[config.mk]
export PLATFORM = sky130hd
export DESIGN_NAME = fifo_wr_arbiter
export DESIGN_NICKNAME = d
export VERILOG_FILES = /design/src/rtl/fifo_wr_arbiter.sv
export SDC_FILE = /design/constraint.sdc
export NUM_CORES = 1
export LEC_CHECK = 0
export BUFFER_PORTS_ARGS = -buffer_cell sky130_fd_sc_hd__buf_2
export CORE_ASPECT_RATIO = 1.75
export CORE_MARGIN = 2
export CORE_UTILIZATION = 45
export DETAILED_ROUTE_END_ITERATION = 10
export GPL_TIMING_DRIVEN = 0
export PLACE_DENSITY = 0.74
export SKIP_LAST_GASP = 1
export SLEW_MARGIN = 5
export SYNTH_ARGS = -nofsm -noshare
export SYNTH_HDL_FRONTEND = slang
export SYNTH_SLANG_ARGS = --single-unit
[constraint.sdc]
create_clock -name clk -period 1.9 [get_ports clk]
set_input_delay 0.19 -clock clk [delete_from_list [all_inputs] [get_ports clk]]
set_output_delay 0.19 -clock clk [all_outputs]
set_load 0.1 [all_outputs]
[src/rtl/fifo_wr_arbiter.sv]
// Round-robin, burst-granular arbiter sharing one FIFO write port between two
// valid/ready requesters, throttled by the FIFO full/almost-full flags.
module fifo_wr_arbiter #(
  parameter int DW    = 8,
  parameter int BURST = 4,
  parameter int BCW   = 4
) (
  input  logic          clk,
  input  logic          rst,
  input  logic          req0,
  input  logic [DW-1:0] din0,
  output logic          ready0,
  input  logic          req1,
  input  logic [DW-1:0] din1,
  output logic          ready1,
  input  logic          fifo_full,
  input  logic          fifo_afull,
  output logic          fifo_wr_en,
  output logic [DW-1:0] fifo_din,
  output logic          gnt_id,
  output logic          busy
);

  localparam logic [1:0] IDLE = 2'd0;
  localparam logic [1:0] GNT0 = 2'd1;
  localparam logic [1:0] GNT1 = 2'd2;

  localparam logic [BCW-1:0] LAST_BEAT = BCW'(BURST - 1);

  logic [1:0]     state, state_nxt;
  logic [BCW-1:0] beat_cnt, beat_nxt;
  logic           last_gnt, last_nxt, gnt_nxt;
  logic           stall, xfer0, xfer1, xfer;
  logic           cur_ch, cur_req, other_req, burst_end;
  logic           enter, new_ch;

  // A write already in flight will fill the last free slot, so almost-full
  // must stall as well when fifo_wr_en is high.
  assign stall  = fifo_full | (fifo_afull & fifo_wr_en);
  assign ready0 = (state == GNT0) & ~stall;
  assign ready1 = (state == GNT1) & ~stall;
  assign xfer0  = req0 & ready0;
  assign xfer1  = req1 & ready1;
  assign xfer   = xfer0 | xfer1;
  assign busy   = (state != IDLE);

  assign cur_ch    = (state == GNT1);
  assign cur_req   = cur_ch ? req1 : req0;
  assign other_req = cur_ch ? req0 : req1;
  assign burst_end = xfer & (beat_cnt == LAST_BEAT);

  always_comb begin
    // NOTE: every output of this block gets a default first, so no path can
    // leave a value unassigned and infer a latch.
    state_nxt = state;
    beat_nxt  = beat_cnt;
    last_nxt  = last_gnt;
    gnt_nxt   = gnt_id;
    enter     = 1'b0;
    new_ch    = 1'b0;
    case (state)
      IDLE: begin
        if (req0 | req1) begin
          enter  = 1'b1;
          new_ch = (req0 & req1) ? ~last_gnt : req1;
        end
      end
      GNT0, GNT1: begin
        if (!cur_req || burst_end) begin
          // Release: hand over to the other channel first, else restart our
          // own burst, else go idle.
          if (other_req) begin
            enter  = 1'b1;
            new_ch = ~cur_ch;
          end else if (cur_req) begin
            enter  = 1'b1;
            new_ch = cur_ch;
          end else begin
            state_nxt = IDLE;
            beat_nxt  = '0;
          end
        end else begin
          beat_nxt = beat_cnt + BCW'(xfer);
        end
      end
      default: begin
        state_nxt = IDLE;
        beat_nxt  = '0;
      end
    endcase
    if (enter) begin
      state_nxt = new_ch ? GNT1 : GNT0;
      beat_nxt  = '0;
      last_nxt  = new_ch;
      gnt_nxt   = new_ch;
    end
  end

  always_ff @(posedge clk or negedge rst) begin
    if (!rst) begin
      state      <= IDLE;
      beat_cnt   <= '0;
      last_gnt   <= 1'b1;
      gnt_id     <= 1'b0;
      fifo_wr_en <= 1'b0;
      fifo_din   <= '0;
    end else begin
      // NOTE: non-blocking assignments here so every register samples the
      // pre-edge values regardless of statement order.
      state      <= state_nxt;
      beat_cnt   <= beat_nxt;
      last_gnt   <= last_nxt;
      gnt_id     <= gnt_nxt;
      fifo_wr_en <= xfer;
      if (xfer0)      fifo_din <= din0;
      else if (xfer1) fifo_din <= din1;
    end
  end

endmodule

==> flow_metrics.py, run 1 <==
metrics = {
    "setup_path": {
        "critPathMaxStageDelay_ps": 410,
        "cp_num_buf_inv": 2,
        "cpMaxStageDelayCell": "dfrtp_1",
        "path_max_fanout": 3,
        "reg2reg_setup_slack_ps": 50,
        "crit_path_frequent_cell": "ha_4",
        "crit_chain": "buf_6 -> ha_4 -> a22o_4 -> and2_4 -> ha_4 -> ha_4 -> inv_2 -> nor4_1 -> a221o_1",
        "endpoint_kind": "register",
        "critPathKind": "register to register",
        "worstSetupStartpointType": "register",
        "crit_family": "adder cells",
        "worstPathArrival_ps": 2000,
        "crit_required_ps": 2050,
    },
    "synth": {
        "synth_ff_type": "dfrtp_1",
        "synth_top_area_share_pct": 35.2,
        "syn_inst": 109,
        "synth_top_cell_by_area": "dfrtp_1",
        "ys.warnings.count": 0,
        "avgSynthCellArea_um2": 10.4,
        "syn_nets": 137,
        "synth_edf_count": 0,
        "ys_async_sr_fraction_pct": 100,
        "synth-seq-area-share_pct": 37.5,
        "netlist_top_cells_area": "dfrtp_1, mux2i_1, ha_1",
        "synth-seq-cells": 17,
        "synth.distinct_cells": 43,
        "syn_area_um2": 1140,
    },
    "global_route": {
        "antenna_found_initial": 0,
        "grt_first_pass_wirelength_um": 4350,
        "grt_overflow_total": 0,
        "gr-usage-all-layers_pct": 19.0,
        "grt_pass1_vias": 1052,
        "grt_start_max_net_pins": 18,
    },
    "pwr": {
        "p_leak_nw": 0.660,
        "power.density_nw_per_um2": 1730,
        "ir_drop_v": 0.00165,
        "p_total_mw": 2.59,
    },
    "sta": {
        "slew_headroom_pct": 67.5,
        "finalSetupViolations": 0,
        "slew_viol_final": 0,
        "worstMarginPinSlew_ps": 491,
        "clock_skew_ps": 2.40,
        "finalCritPeriodShare_pct": 97.4,
        "hold-worst-slack_ps": 141,
        "post-route-min-period_ps": 1850,
        "fmax_mhz": 540,
        "finalSetupTns_ps": 0,
        "hold_violations": 0,
    },
    "job": {
        "maxCapViolCount": 0,
    },
    "drt": {
        "ant_nets": 0,
        "viasPerCell": 5.57,
        "drt-pass1-iter-count": 3,
        "vias": 980,
        "drc": 0,
        "drt_iter0_drc": 24,
        "finalWirelength_um": 2540,
        "routedWlPerCell_um": 14.5,
    },
    "floorplanning": {
        "die_height_um": 70.5,
        "io_pins": 35,
        "rows": 24,
        "start_util_pct": 46.8,
        "die_w_um": 42.0,
        "core_um2": 2430,
        "die-area_um2": 2960,
    },
    "worst_hold_path": {
        "hold_path_class": "input port to register",
    },
    "run_status": {
        "status": "complete, no violations",
    },
    "clock_network": {
        "clockBufferDepth": 2,
        "insertion_delay_ps": 260,
        "cts_tree": "yes",
        "path_clk_slew_ps": 70,
        "cts_made_buffers": 3,
        "cts.sinks": 17,
        "cts-root-buf": "clkbuf_8",
        "htree_levels": 1,
    },
    "placed_design": {
        "io_buffers": 32,
        "hpwlAfterDp_um": 1890,
        "place.gp.congestion": 0.855,
        "placed_cells": 167,
    },
    "cells_and_area": {
        "final_common_cell": "buf_2",
        "instances_no_fill": 176,
        "layout_common_cells": "buf_2, dfrtp_1, mux2i_1, nand2_1, o21ai_0",
        "fillers": 205,
        "fin_nets": 179,
        "post-route-util_pct": 61.4,
        "n_antenna_cell": 0,
        "layout-drive-gt1-share_pct": 49.3,
        "area_growth_pct": 31.4,
    },
}
==> worst min-delay path, delay by kind of cell <==
family,cells,cell delay [ps]
AND/OR/NAND/NOR,1,40
AO/OA/AOI/OAI,1,60
buffers and inverters,1,70
==> worst paths after layout <==
path | from | end | cells past startpoint
max | state[0] | beat_cnt[2] | 9
min | din0[5] | fifo_din[5] | 3
max reg2reg | state[0] | beat_cnt[2] | 9
min reg2reg | gnt_id | gnt_id | 1
max in group asynchronous | rst | last_gnt | 2
min in group asynchronous | rst | beat_cnt[1] | 2
==> per-layer routing <==
layer,track usage (%),vias up,part of all wire [%]
met5,0,-,0
met2,35.6,21,59
met1,18.1,482,35
met3,5.17,6,3.4
li1,-,471,-
met4,9.32,0,2.0
==> cell type report <==
type / instances / area [um2] / area share [%]
Multi-Input combinational cell: 79 / 701 / 46.9
Sequential cell: 17 / 428 / 28.6
Timing Repair Buffer: 38 / 215 / 14.4
Clock buffer: 3 / 41.3 / 2.76
Buffer: 5 / 41.3 / 2.76
Tap cell: 26 / 32.5 / 2.18
Inverter: 7 / 30.0 / 2.01
Clock inverter: 1 / 5.00 / 0.335
==> registers in the layout (all words and copies together) (netlist names) <==
name,count
gnt_id,1
last_gnt,1
beat_cnt,4
fifo_wr_en,1
state,2
fifo_din,8
==> cell families after synthesis <==
| kind of cell | Yosys count | synth area share (%) |
|---|---|---|
| compound gates | 27 | 19.8 |
| fa+ha+maj | 6 | 6.60 |
| buf+inv | 13 | 6.93 |
| flops | 17 | 37.5 |
| mux | 13 | 11.7 |
| simple gates | 33 | 17.5 |
==> stage by stage <==
stage / worst slack [ps] / area (um2)
after floorplan: -132 / 1140
after global placement: -206 / 1340
after detailed placement: -253 / 1340
after CTS: -7.78 / 1440
after global routing: -1.99 / 1490
final: 48.5 / 1490
==> report_power, final <==
part	switching, mW	internal, mW	leakage, nW
registers	0.0727	0.491	0.216
logic	1.29	0.456	0.419
clock network	0.134	0.146	0.0255
total	1.49	1.09	0.660
==> synthesized netlist by cell type (all sizes together), types with 2 or more instances <==
| library cell | number |
|---|---|
| ha | 6 |
| nand2 | 10 |
| nor2 | 2 |
| mux2 | 2 |
| nor4 | 2 |
| dfrtp | 16 |
| buf | 5 |
| nor3b | 2 |
| nand3 | 5 |
| inv | 7 |
| a221o | 2 |
| and2 | 5 |
| a31oi | 2 |
| o21ai | 11 |
| and3 | 2 |
| mux2i | 11 |
| a21oi | 3 |
==> repair_timing <==
| action | CTS | global route |
|---|---|---|
| buffers inserted | 3 | 2 |
| gates resized for setup | 8 | 10 |
| hold endpoints to repair | 16 | 0 |
| hold buffers | 1 | 0 |
| endpoints found under the setup margin | 3 | 6 |
| pin swaps | 1 | 3 |
(Power assumes the default switching activity.)
==> run 2: changes to the inputs <==
clock period = 1.6 ns   (was 1.9 ns; I/O delays follow)
==> run 2 against run 1 <==
- the flow now finishes with violations (negative setup slack)
- hold slack lost 25 ps
- global-route usage shrank 0.10 points
- die area unchanged
- clock power increased by 15%
- utilization grew 10 points
- largest cell class unchanged
- sequential share of layout area is 3.9 points lower
- highest routed layer unchanged
- cell area grew 17%
- critical path type unchanged
- register-to-register slack worse by 310 ps
- non-clock buffer count up 12
==> flow_metrics.py, run 2 (synthesis gave the netlist of run 1 again) <==
metrics = {
    "placed_design": {
        "io_buffers": 32,
        "hpwlAfterDp_um": 1920,
        "place.gp.congestion": 0.823,
        "placed_cell_area_um2": 1390,
        "dp_worst_setup_slack_ps": -364,
        "placed_cells": 167,
    },
    "global_route": {
        "gr-usage-all-layers_pct": 18.9,
        "grt_pass1_vias": 1040,
        "antenna_found_initial": 0,
        "grt_first_pass_wirelength_um": 4390,
        "grt_start_max_net_pins": 18,
        "grt_overflow_total": 0,
    },
    "pwr": {
        "net-switching-power_mw": 1.96,
        "p_sw_share_pct": 54.7,
        "power.density_nw_per_um2": 2060,
        "p_int_mw": 1.63,
        "ir_drop_v": 0.00129,
        "clkPwrFrac_pct": 9.0,
        "p_leak_nw": 0.755,
        "combinationalPowerShare_pct": 72.3,
        "p_seq_share_pct": 18.8,
    },
    "sta": {
        "hold_violations": 0,
        "rsz0062_at_grt": "yes",
        "post-route-min-period_ps": 1860,
        "fmax_mhz": 538,
        "slew_headroom_pct": 67.3,
        "fin_ws_ps": -258,
        "finalCritPeriodShare_pct": 116,
        "clock_skew_ps": 3.85,
        "worstMarginPinSlew_ps": 495,
        "slew_viol_final": 0,
        "finalSetupViolations": 11,
    },
    "cells_and_area": {
        "final_common_cell": "buf_2",
        "layout_common_cells": "buf_2, buf_4, dfrtp_1",
        "largest_reg_flops": 8,
        "instances_no_fill": 188,
        "area_growth_pct": 53.4,
        "fin_nets": 191,
        "final_area_um2": 1740,
        "fillers": 159,
        "layout-drive-gt1-share_pct": 59.9,
        "multiInputGateArea_um2": 805,
        "regArea_um2": 432,
        "top_register": "fifo_din",
        "n_antenna_cell": 0,
        "reg_top3": "fifo_din x8, beat_cnt x4, state x2",
    },
    "setup_path": {
        "endpoint_kind": "register",
        "path_max_fanout": 5,
        "cp_num_buf_inv": 1,
        "reg2regPathDepth": 6,
        "crit_cells": 6,
        "critPathMaxStageDelay_ps": 460,
        "worstSetupStartpointType": "register",
        "critPathKind": "register to register",
        "crit_chain": "ha_4 -> a22o_4 -> buf_4 -> a31o_1 -> nor4_1 -> a221o_1",
        "crit_required_ps": 1780,
        "worstPathArrival_ps": 2040,
        "cpMaxStageDelayCell": "dfrtp_2",
        "crit_family": "compound AO/OA/AOI/OAI gates",
    },
    "run_status": {
        "violations": "negative setup slack",
        "status": "finished with violations",
    },
    "drt": {
        "ant_nets": 0,
        "vias": 1057,
        "drt-pass1-iter-count": 4,
        "finalWirelength_um": 3060,
        "viasPerCell": 5.62,
        "drc": 0,
        "drt_iter0_drc": 12,
        "routedWlPerCell_um": 16.3,
    },
    "clock_network": {
        "cts_made_buffers": 3,
        "cts_tree": "yes",
        "path_clk_slew_ps": 70,
        "cts-root-buf": "clkbuf_8",
        "insertion_delay_ps": 250,
        "clockBufferDepth": 2,
        "cts.sinks": 17,
        "htree_levels": 1,
    },
    "floorplanning": {
        "die-area_um2": 2960,
        "die_w_um": 42.0,
        "core_um2": 2430,
        "die_height_um": 70.5,
        "start_util_pct": 46.8,
        "io_pins": 35,
        "rows": 24,
    },
    "worst_hold_path": {
        "min_path_cells": 3,
        "hold_path_class": "input port to register",
    },
    "job": {
        "maxCapViolCount": 0,
    },
}
run 2: area by class of cell:
class / count / share of cell area (%)
well taps: 26 / 1.87
inverters: 7 / 1.87
multi-input cells: 79 / 46.1
clock buffers: 4 / 2.58
repair buffers: 51 / 20.4
flip-flops and latches: 17 / 24.7
plain buffers: 4 / 2.37
run 2: power groups by stage:
stage / Combinational, mW / Clock (mW) / Sequential [mW]
6_report: 2.59 / 0.322 / 0.673
5_1_grt: 2.71 / 0.345 / 0.693
4_1_cts: 2.28 / 0.323 / 0.673
3_5_place_dp: 1.99 / 0 / 0.680
3_3_place_gp: 1.96 / 0 / 0.672
2_1_floorplan: 0.875 / 0 / 1.48
run 2: worst paths after layout:
| check | slack [ps] | end | startpoint |
|---|---|---|---|
| worst max-delay path | -260 | beat_cnt[2] | state[1] |
| worst min-delay path | 120 | fifo_din[7] | din0[7] |
| worst max register to register | -260 | beat_cnt[2] | state[1] |
| worst min register to register | 510 | gnt_id | gnt_id |
| max in group asynchronous | 910 | last_gnt | rst |
| min in group asynchronous | 370 | fifo_din[5] | rst |
run 2: routing by layer:
layer	vias to the layer above	global-route usage, %	share of wire [%]
li1	499	-	-
met2	50	35.6	58
met4	0	7.89	2.7
met3	10	2.84	5.7
met1	498	20.0	34
met5	-	0	0
run 2: stage by stage:
step           util, %  TNS (ps)  hold slack (ps)  total power, mW
2_1_floorplan        -     -1120             -136             2.36
3_3_place_gp      57.3     -1090             91.7             2.64
3_5_place_dp      57.3     -1620              105             2.67
4_1_cts           64.6     -1040              121             3.27
5_1_grt           71.7     -2020              119             3.75
6_report          71.7     -1360              116             3.59
run 2: timing repair:
item / CTS / global route
endpoints found under the setup margin: 19 / 19
resized for setup: 14 / 26
cloned: 0 / 0
pin swaps: 7 / 9
hold buffers: 1 / 0
buffers inserted: 11 / 8
hold endpoints to repair: 16 / 0
run 2: worst min-delay path, cell delays in order:
cell and delay (ps):
buf_2 70, nand2_1 30, o21ai_0 60
==> run 3: changes to the inputs <==
BUFFER_PORTS_ARGS = not set   (was -buffer_cell sky130_fd_sc_hd__buf_2)
CORE_ASPECT_RATIO = not set   (was 1.75)
CORE_UTILIZATION = 55   (was 45)
DONT_BUFFER_PORTS = 1   (was not set)
PLACE_DENSITY = 0.73   (was 0.74)
==> run 3 against run 2 <==
- the flow still finishes with violations (negative setup slack)
- total power is 14% lower
- largest cell class unchanged
- cell area shrank 12%
- combinational power shrank 47%
- via count shrank 12%
- count of clock-buffer cells in the layout is 1 lower
- sequential share of layout area is 3.3 points higher
- die area fell by 17%
==> flow_metrics.py, run 3 (synthesis gave the netlist of run 1 again) <==
metrics = {
    "setup_path": {
        "crit_required_ps": 1810,
        "worstSetupStartpointType": "register",
        "worstPathArrival_ps": 2090,
        "crit_path_start": "state[0]",
        "worstReg2RegStart": "state[0]",
        "endpoint_kind": "register",
        "reg2regPathDepth": 5,
        "critPathKind": "register to register",
        "reg2reg_setup_slack_ps": -270,
        "path_max_fanout": 4,
    },
    "sta": {
        "finalCritPeriodShare_pct": 117,
        "hold_violations": 0,
        "finalSetupViolations": 17,
        "slew_viol_final": 0,
        "clock_skew_ps": 3.54,
        "fin_ws_ps": -274,
        "post-route-min-period_ps": 1870,
        "fmax_mhz": 534,
        "rsz0062_at_grt": "yes",
        "worstMarginPinSlew_ps": 935,
        "hold-worst-slack_ps": 61.5,
        "slew_headroom_pct": 37.7,
    },
    "placed_design": {
        "dp_worst_setup_slack_ps": -424,
        "placed_cells": 136,
        "io_buffers": 0,
        "placed_cell_area_um2": 1230,
        "hpwlAfterDp_um": 1650,
        "place.gp.congestion": 0.783,
    },
    "clock_network": {
        "insertion_delay_ps": 290,
        "clockBufferDepth": 2,
        "cts.sinks": 17,
        "htree_levels": 1,
        "cts_made_buffers": 3,
        "cts_tree": "yes",
        "path_clk_slew_ps": 110,
        "cts-root-buf": "clkbuf_4",
    },
    "global_route": {
        "grt_pass1_vias": 918,
        "grt_overflow_total": 0,
        "antenna_found_initial": 0,
        "grt_first_pass_wirelength_um": 4270,
        "gr-usage-all-layers_pct": 23.0,
        "grt_start_max_net_pins": 18,
    },
    "pwr": {
        "combinationalPowerShare_pct": 43.9,
        "p_seq_share_pct": 48.6,
        "net-switching-power_mw": 1.84,
        "ir_drop_v": 0.00170,
        "power.density_nw_per_um2": 2020,
        "p_leak_nw": 0.599,
        "clkPwrFrac_pct": 7.5,
        "p_sw_share_pct": 59.2,
        "p_int_mw": 1.27,
    },
    "floorplanning": {
        "start_util_pct": 58.0,
        "core_um2": 1960,
        "die_w_um": 49.5,
        "die-area_um2": 2450,
        "io_pins": 35,
        "die_height_um": 49.5,
        "rows": 16,
    },
    "run_status": {
        "violations": "negative setup slack",
        "status": "finished with violations",
    },
    "cells_and_area": {
        "layout_common_cells": "dfrtp_1, nand2_1",
        "layout-drive-gt1-share_pct": 42.7,
        "fillers": 138,
        "area_growth_pct": 35.2,
        "reg_top3": "fifo_din x8, beat_cnt x4, state x2",
        "final_area_um2": 1540,
        "top_register": "fifo_din",
        "fin_nets": 160,
        "final_common_cell": "dfrtp_1",
        "largest_reg_flops": 8,
        "n_antenna_cell": 0,
        "instances_no_fill": 158,
    },
    "drt": {
        "ant_nets": 0,
        "routedWlPerCell_um": 16.6,
        "finalWirelength_um": 2620,
        "drc": 0,
        "drt_iter0_drc": 9,
        "vias": 929,
        "viasPerCell": 5.88,
        "drt-pass1-iter-count": 5,
    },
    "job": {
        "maxCapViolCount": 0,
    },
    "worst_hold_path": {
        "hold_path_class": "input port to register",
        "min_path_cells": 2,
        "holdCritStartpoint": "din1[3]",
    },
}
-- run 3: worst max-delay path, cell delays in order (launching register included) --
cell        delay (ps)
dfrtp_1            430
inv_2              120
ha_4               170
clkinvlp_4         430
a31oi_4            410
mux2i_1            240
-- run 3: power by group through the flow --
stage | Clock (mW) | Sequential (mW) | Combinational (mW)
6_report | 0.234 | 1.51 | 1.36
4_1_cts | 0.236 | 1.50 | 1.23
2_1_floorplan | 0 | 1.48 | 0.875
5_1_grt | 0.259 | 1.53 | 1.45
3_3_place_gp | 0 | 1.51 | 0.969
3_5_place_dp | 0 | 1.51 | 0.993
-- run 3: through the flow --
stage | power, mW | setup TNS [ps] | util, %
2_1_floorplan | 2.36 | -1120 | -
3_3_place_gp | 2.48 | -2850 | 62.9
3_5_place_dp | 2.50 | -3430 | 62.9
4_1_cts | 2.97 | -2510 | 74.4
5_1_grt | 3.23 | -3650 | 78.4
6_report | 3.10 | -2680 | 78.4
-- run 3: path summary, 6_finish.rpt --
path / end
max in group asynchronous: fifo_wr_en
worst max-delay path: beat_cnt[1]
min in group asynchronous: beat_cnt[1]
worst max register to register: beat_cnt[1]
worst min register to register: beat_cnt[3]
worst min-delay path: fifo_din[3]
-- run 3: layer usage --
layer | vias up | GRT usage [%] | share of wire, %
li1 | 439 | - | -
met1 | 463 | 27.1 | 40
met2 | 22 | 41.9 | 54
met3 | 5 | 3.94 | 4.2
met4 | 0 | 7.87 | 1.4
met5 | - | 0 | 0
-- run 3: area by class of cell --
cell class                      instances  area [um2]  area share (%)
Timing Repair Buffer                   20         189            12.3
Clock inverter                          1        5.00           0.325
Buffer                                  4        53.8            3.50
Tap cell                               27        33.8            2.20
Sequential cell                        17         432            28.1
Inverter                                7        32.5            2.12
Multi-Input combinational cell         79         769            50.0
Clock buffer                            3        22.5            1.46
-- run 3: repair_timing --
item	in CTS	in global routing
buffers inserted	8	3
hold buffers	8	1
pin swaps	10	9
resized for setup	21	10
setup endpoints to repair	19	19
hold endpoints to repair	24	1
